**src/rtl/cache_refill_engine_if.sv**
```systemverilog
// Bus bundle between the MSHR buffer, memory and cache bank for one refill engine.
interface cache_refill_engine_if #(
    parameter int unsigned BLOCK_WORDS = 4,
    parameter int unsigned WORD_W      = 32,
    parameter int unsigned ADDR_W      = 32,
    parameter int unsigned UUID_W      = 8
) ();
    localparam int unsigned BLOCK_W = BLOCK_WORDS * WORD_W;

    logic                   mshr_valid;
    logic [UUID_W-1:0]      mshr_uuid;
    logic [ADDR_W-1:0]      mshr_block_addr;
    logic [BLOCK_WORDS-1:0] mshr_write_status;
    logic [BLOCK_W-1:0]     mshr_write_block;
    logic                   bank_empty;

    logic                   mem_req_valid;
    logic                   mem_req_ready;
    logic [ADDR_W-1:0]      mem_req_addr;
    logic                   mem_resp_valid;
    logic [WORD_W-1:0]      mem_resp_data;

    logic                   bank_wr_en;
    logic [ADDR_W-1:0]      bank_wr_addr;
    logic [BLOCK_W-1:0]     bank_wr_data;
    logic                   bank_wr_dirty;

    logic                   done_valid;
    logic [UUID_W-1:0]      done_uuid;

    // Engine side
    modport master (
        input  mshr_valid, mshr_uuid, mshr_block_addr, mshr_write_status, mshr_write_block,
        input  mem_req_ready, mem_resp_valid, mem_resp_data,
        output bank_empty, mem_req_valid, mem_req_addr,
        output bank_wr_en, bank_wr_addr, bank_wr_data, bank_wr_dirty,
        output done_valid, done_uuid
    );

    // MSHR / memory / bank side
    modport slave (
        output mshr_valid, mshr_uuid, mshr_block_addr, mshr_write_status, mshr_write_block,
        output mem_req_ready, mem_resp_valid, mem_resp_data,
        input  bank_empty, mem_req_valid, mem_req_addr,
        input  bank_wr_en, bank_wr_addr, bank_wr_data, bank_wr_dirty,
        input  done_valid, done_uuid
    );
endinterface

```
**src/rtl/cache_refill_engine.sv**
```systemverilog
// Per-bank miss service: fetch one block word-by-word, merge pending stores, fill the bank.
module cache_refill_engine #(
    parameter int unsigned BLOCK_WORDS = 4,
    parameter int unsigned WORD_W      = 32,
    parameter int unsigned ADDR_W      = 32,
    parameter int unsigned UUID_W      = 8
) (
    input  logic                  CLK,
    input  logic                  nRST,
    cache_refill_engine_if.master bus
);
    localparam int unsigned BEAT_W  = $clog2(BLOCK_WORDS);
    localparam int unsigned BLOCK_W = BLOCK_WORDS * WORD_W;
    localparam logic [BEAT_W-1:0] LAST_BEAT = BEAT_W'(BLOCK_WORDS - 1);

    typedef enum logic [1:0] {
        IDLE = 2'd0,
        REQ  = 2'd1,
        RESP = 2'd2,
        FILL = 2'd3
    } state_t;

    state_t                 state_q, state_d;
    logic [BEAT_W-1:0]      beat_q, beat_d;
    logic                   accept;
    logic                   beat_we;

    logic [UUID_W-1:0]      uuid_q;
    logic [ADDR_W-1:0]      addr_q;
    logic [BLOCK_WORDS-1:0] status_q;
    logic [BLOCK_W-1:0]     store_q;
    logic [WORD_W-1:0]      fetch_q [BLOCK_WORDS];

    logic                   bank_empty_q;
    logic                   req_valid_q;
    logic                   fill_q;
    logic                   dirty_q;
    logic [BLOCK_W-1:0]     merged;

    // State and beat counter registers
    always_ff @(posedge CLK or negedge nRST) begin
        if (!nRST) begin
            state_q <= IDLE;
            beat_q  <= '0;
        end else begin
            state_q <= state_d;
            beat_q  <= beat_d;
        end
    end

    // Next-state, beat counting and capture enables
    always_comb begin
        state_d = state_q;
        beat_d  = beat_q;
        accept  = 1'b0;
        beat_we = 1'b0;
        case (state_q)
            IDLE: begin
                if (bus.mshr_valid) begin
                    accept  = 1'b1;
                    beat_d  = '0;
                    state_d = REQ;
                end
            end
            REQ: begin
                if (bus.mem_req_ready) begin
                    state_d = RESP;
                end
            end
            RESP: begin
                if (bus.mem_resp_valid) begin
                    beat_we = 1'b1;
                    beat_d  = beat_q + BEAT_W'(1);
                    if (beat_q == LAST_BEAT) begin
                        state_d = FILL;
                    end
                end
            end
            FILL: begin
                state_d = IDLE;
            end
            default: begin
                state_d = IDLE;
            end
        endcase
    end

    // Latch the accepted MSHR entry
    always_ff @(posedge CLK or negedge nRST) begin
        if (!nRST) begin
            uuid_q   <= '0;
            addr_q   <= '0;
            status_q <= '0;
            store_q  <= '0;
        end else if (accept) begin
            uuid_q   <= bus.mshr_uuid;
            addr_q   <= bus.mshr_block_addr;
            status_q <= bus.mshr_write_status;
            store_q  <= bus.mshr_write_block;
        end
    end

    // Capture response words in beat order
    always_ff @(posedge CLK or negedge nRST) begin
        if (!nRST) begin
            for (int unsigned i = 0; i < BLOCK_WORDS; i++) begin
                fetch_q[i] <= '0;
            end
        end else if (beat_we) begin
            fetch_q[beat_q] <= bus.mem_resp_data;
        end
    end

    // Output strobes registered from the next state so no input reaches an output combinationally
    always_ff @(posedge CLK or negedge nRST) begin
        if (!nRST) begin
            bank_empty_q <= 1'b1;
            req_valid_q  <= 1'b0;
            fill_q       <= 1'b0;
            dirty_q      <= 1'b0;
        end else begin
            bank_empty_q <= (state_d == IDLE);
            req_valid_q  <= (state_d == REQ);
            fill_q       <= (state_d == FILL);
            dirty_q      <= (state_d == FILL) && (|status_q);
        end
    end

    // Pending store words override fetched words
    always_comb begin
        merged = '0;
        for (int unsigned i = 0; i < BLOCK_WORDS; i++) begin
            merged[i*WORD_W +: WORD_W] = status_q[i] ? store_q[i*WORD_W +: WORD_W] : fetch_q[i];
        end
    end

    assign bus.bank_empty    = bank_empty_q;
    assign bus.mem_req_valid = req_valid_q;
    assign bus.mem_req_addr  = addr_q;
    assign bus.bank_wr_en    = fill_q;
    assign bus.bank_wr_addr  = addr_q;
    assign bus.bank_wr_data  = merged;
    assign bus.bank_wr_dirty = dirty_q;
    assign bus.done_valid    = fill_q;
    assign bus.done_uuid     = uuid_q;

endmodule

```
**src/flat_wrapper.sv**
```systemverilog
// flat-port wrapper written by rule: the top's interface ports become plain ports
module cache_refill_engine_flat 
#(
    parameter int unsigned BLOCK_WORDS = 4,
    parameter int unsigned WORD_W      = 32,
    parameter int unsigned ADDR_W      = 32,
    parameter int unsigned UUID_W      = 8
)
  (CLK, nRST, bus_mshr_valid, bus_mshr_uuid, bus_mshr_block_addr, bus_mshr_write_status, bus_mshr_write_block, bus_mem_req_ready, bus_mem_resp_valid, bus_mem_resp_data, bus_bank_empty, bus_mem_req_valid, bus_mem_req_addr, bus_bank_wr_en, bus_bank_wr_addr, bus_bank_wr_data, bus_bank_wr_dirty, bus_done_valid, bus_done_uuid);
  cache_refill_engine_if #(.BLOCK_WORDS(BLOCK_WORDS), .WORD_W(WORD_W), .ADDR_W(ADDR_W), .UUID_W(UUID_W)) bus_i ();
  input  logic CLK;
  input  logic nRST;
  input wire logic [$bits(bus_i.mshr_valid)-1:0] bus_mshr_valid;
  input wire logic [$bits(bus_i.mshr_uuid)-1:0] bus_mshr_uuid;
  input wire logic [$bits(bus_i.mshr_block_addr)-1:0] bus_mshr_block_addr;
  input wire logic [$bits(bus_i.mshr_write_status)-1:0] bus_mshr_write_status;
  input wire logic [$bits(bus_i.mshr_write_block)-1:0] bus_mshr_write_block;
  input wire logic [$bits(bus_i.mem_req_ready)-1:0] bus_mem_req_ready;
  input wire logic [$bits(bus_i.mem_resp_valid)-1:0] bus_mem_resp_valid;
  input wire logic [$bits(bus_i.mem_resp_data)-1:0] bus_mem_resp_data;
  output wire logic [$bits(bus_i.bank_empty)-1:0] bus_bank_empty;
  output wire logic [$bits(bus_i.mem_req_valid)-1:0] bus_mem_req_valid;
  output wire logic [$bits(bus_i.mem_req_addr)-1:0] bus_mem_req_addr;
  output wire logic [$bits(bus_i.bank_wr_en)-1:0] bus_bank_wr_en;
  output wire logic [$bits(bus_i.bank_wr_addr)-1:0] bus_bank_wr_addr;
  output wire logic [$bits(bus_i.bank_wr_data)-1:0] bus_bank_wr_data;
  output wire logic [$bits(bus_i.bank_wr_dirty)-1:0] bus_bank_wr_dirty;
  output wire logic [$bits(bus_i.done_valid)-1:0] bus_done_valid;
  output wire logic [$bits(bus_i.done_uuid)-1:0] bus_done_uuid;
  assign bus_i.mshr_valid = bus_mshr_valid;
  assign bus_i.mshr_uuid = bus_mshr_uuid;
  assign bus_i.mshr_block_addr = bus_mshr_block_addr;
  assign bus_i.mshr_write_status = bus_mshr_write_status;
  assign bus_i.mshr_write_block = bus_mshr_write_block;
  assign bus_i.mem_req_ready = bus_mem_req_ready;
  assign bus_i.mem_resp_valid = bus_mem_resp_valid;
  assign bus_i.mem_resp_data = bus_mem_resp_data;
  assign bus_bank_empty = bus_i.bank_empty;
  assign bus_mem_req_valid = bus_i.mem_req_valid;
  assign bus_mem_req_addr = bus_i.mem_req_addr;
  assign bus_bank_wr_en = bus_i.bank_wr_en;
  assign bus_bank_wr_addr = bus_i.bank_wr_addr;
  assign bus_bank_wr_data = bus_i.bank_wr_data;
  assign bus_bank_wr_dirty = bus_i.bank_wr_dirty;
  assign bus_done_valid = bus_i.done_valid;
  assign bus_done_uuid = bus_i.done_uuid;
  cache_refill_engine #(.BLOCK_WORDS(BLOCK_WORDS), .WORD_W(WORD_W), .ADDR_W(ADDR_W), .UUID_W(UUID_W)) u_core (.CLK(CLK), .nRST(nRST), .bus(bus_i));
endmodule
```
**config.mk**
```make
export PLATFORM = sky130hd
export DESIGN_NAME = cache_refill_engine_flat
export DESIGN_NICKNAME = d
export VERILOG_FILES = /design/src/rtl/cache_refill_engine_if.sv /design/src/rtl/cache_refill_engine.sv /design/src/flat_wrapper.sv
export SDC_FILE = /design/constraint.sdc
export NUM_CORES = 1
export LEC_CHECK = 0
export CORE_ASPECT_RATIO = 1.2
export CORE_MARGIN = 5
export CORE_UTILIZATION = 40
export CTS_CLUSTER_DIAMETER = 60
export DETAILED_ROUTE_END_ITERATION = 8
export PLACE_DENSITY = 0.7
export SLEW_MARGIN = 20
export SYNTH_ARGS = -nofsm -noshare
export SYNTH_HDL_FRONTEND = slang
export SYNTH_SLANG_ARGS = --single-unit
```
**constraint.sdc**
```tcl
create_clock -name CLK -period 1.67 [get_ports CLK]
set_input_delay 0.334 -clock CLK [delete_from_list [all_inputs] [get_ports CLK]]
set_output_delay 0.334 -clock CLK [all_outputs]
set_load 0.02 [all_outputs]
```
==> out/qor.yml <==
finish:
  final_core_util: 0.608
  stdcell_area_sq_um: 20100
  area.growth.synth_to_final_pct: 50.4
  nFillCells: 2606
  nets: 1535
  layout-drive-gt1-share: 0.533
timing:
  skew_ps: 10.0
  fmax_mhz: 469
  maxSlewViolCount: 0
  period_share: 1.28
  slew_headroom: 0.775
  hold_violations: 0
  setup_tns_ps: -44710
  setup_ws_ps: -464
  grt_setup_unrepaired: "true"
  worst_slew_pin_slew_ps: 338
  setup_viol: 128
  period_needed_ps: 2130
power:
  power_switching_w: 0.0152
  power_w: 0.0432
  p_comb_frac: 0.525
  power.leakage_nw: 9.75
  peakVddDrop_uv: 1200
  p_int_w: 0.0280
  power_density_nw_per_um2: 2150
  sw_frac_of_total: 0.352
  p_seq_frac: 0.304
  power_frac_clock: 0.171
setup_path:
  start_kind: "register"
  path_max_fanout: 5
  arrival_ps: 1800
  max_stage_delay_ps: 420
  crit_path_top_delay_cell: "dfrtp_2"
  critPathRequiredTime_ps: 1340
  setup.worst_path.class: "reg2out"
  end_kind: "output pin"
  critPathMostFrequentCell: "buf_6"
  path_cells: "buf_6 > clkbuf_16 > buf_4 > mux2_2 > buf_6"
routing:
  dr.pass1.iters: 4
  wl_per_cell_um: 22.0
  drt-vias-per-instance: 4.88
  ant_nets: 0
  wl_mm: 39.5
  vias: 8762
  drc: 0
  drt-initial-drc-count: 285
synth:
  synth_top_area_share: 0.575
  synth.yosys.warnings: 0
  postSynthCellCount: 850
  synth_edf_count: 0
  synth_area_leaders: "dfrtp_1, mux2_2, buf_4"
  synth_common_cells: "mux2_2, dfrtp_1, buf_4, buf_2, buf_6"
  synth_most_common_cell: "mux2_2"
  async_flop_share: 1.00
  syn_nets: 1063
  yosysSeqAreaShare: 0.577
  synthDistinctLibCells: 28
  yosys_register_bits: 308
  synth_area_sq_um: 13400
  avgSynthCellArea_sq_um: 15.7
  synth_top_area_cell: "dfrtp_1"
  synthFlopType: "dfrtp_1"
clocking:
  insertion_delay_ps: 510
  cts_buffer_depth: 3
  root_buffer: "clkbuf_16"
  numCtsBuffers: 34
  htreeDepth: 2
  cts_tree: "done"
  path_clk_slew_ps: 60
  cts_sinks: 308
flow_run:
  drv_cap: 0
outcome:
  violations: "negative setup slack"
  status: "finished with violations"
floorplan:
  die_w_um: 177
  die_h_um: 210
  dieArea_sq_um: 37200
  ios: 414
  core_sq_um: 33100
  num_rows: 73
  start_util: 0.404
global_routing:
  grt_pass1_vias: 9676
  grt_overflow: 0
  grtUsageTotal: 0.196
  grt_max_degree: 52
  grt_pass1_wl_mm: 56.7
  antenna_found_initial: 1
placement:
  gp_congestion: 0.808
  port_buffers: 413
  post_dp_cell_area_sq_um: 18300
  dp_hpwl_mm: 27.8
  dp_slack_ps: -276
hold_path:
  hold_class: "in2async"
-- layer usage --
metal  part of all wire  global-route usage
met4              0.023              0.0555
met2               0.54               0.362
met1               0.38               0.230
met5                  0                   0
met3              0.062              0.0389
-- power by group through the flow --
stage / sequential [W] / combinational (W) / clock [W]
5_1_grt: 0.0136 / 0.0239 / 0.00786
3_5_place_dp: 0.0132 / 0.0211 / 0
6_report: 0.0131 / 0.0227 / 0.00740
4_1_cts: 0.0131 / 0.0203 / 0.00760
2_1_floorplan: 0.0130 / 0.0121 / 0
3_3_place_gp: 0.0131 / 0.0209 / 0
-- cell usage in the layout, fill, tap and decap left out, types with 2 or more instances in the layout --
cell	count
nand3_2	4
nand2_1	6
buf_8	5
ha_1	4
clkbuf_1	5
mux2_2	382
buf_4	65
o21bai_1	2
dlymetal6s2s_1	77
buf_2	30
clkinvlp_4	3
buf_6	77
clkbuf_16	42
mux2_4	36
mux2_1	10
inv_1	3
dfrtp_2	4
clkbuf_8	5
clkdlybuf4s50_1	207
clkinv_2	7
buf_12	34
dfrtp_1	303
clkbuf_2	16
-- worst max-delay path, delay by kind of cell (launching register included) --
family | cells | cell delay (ps)
buffers and inverters | 4 | 570
DFF | 1 | 420
muxes | 1 | 280
-- state kept, by name, summed over array words and instances (netlist names), 2 cells and up --
signal and flops:
u_core.fetch_q 128, u_core.bus.bank_wr_addr 32, u_core.store_q 128, u_core.bus.done_uuid 8
u_core.state_q 2, u_core.beat_q 2, u_core.status_q 4
-- final timing paths --
kind	slack, ps	cells after the start	startpoint	end
min reg2reg	490	1	u_core.store_q[49]	u_core.store_q[49]
max in group asynchronous	630	4	nRST	u_core.store_q[43]
max	-460	5	u_core.status_q[3]	bus_bank_wr_data[104]
max reg2reg	70	5	u_core.state_q[0]	u_core.store_q[62]
min	300	2	nRST	u_core.store_q[92]
min in group CLK	420	3	bus_mem_req_ready	u_core.state_q[1]
-- metrics by stage --
step                std cells  hold WS, ps
floorplan                 850         38.4
global placement         1692          224
detailed placement       1692          229
CTS                      1767          287
global route             1796          311
finish                   1796          298
-- area by class of cell --
type                            count  area, sq um  share of cell area
Antenna cell                        1         2.50            0.000124
Clock buffer                       47         1010              0.0504
Clock inverter                     12         96.3             0.00479
Inverter                            3         11.3            0.000560
Multi-Input combinational cell    458         5190               0.258
Sequential cell                   308         7710               0.384
Tap cell                          450          563              0.0280
Timing Repair Buffer              517         5510               0.274
-- kinds of logic (layout without fill, tap and decap cells) --
logic type	count (synthesis)	count (layout)	share of synthesized area
other	0	1	0
adders and majority gates	4	4	0.00374
DFF	308	308	0.577
buffers and inverters	84	579	0.0457
muxes	428	428	0.361
AOI/OAI and AO/OA	7	7	0.00402
and+or+nand+nor	19	19	0.00945
-- repair_timing --
item / in CTS / in global routing
gates cloned: 1 / 7
resized for setup: 428 / 375
hold buffers: 1 / 0
endpoints found under the setup margin: 205 / 205
buffers inserted: 14 / 24
endpoints found under the hold margin: 33 / 0
Note: power is estimated with default switching activity, not from simulation.
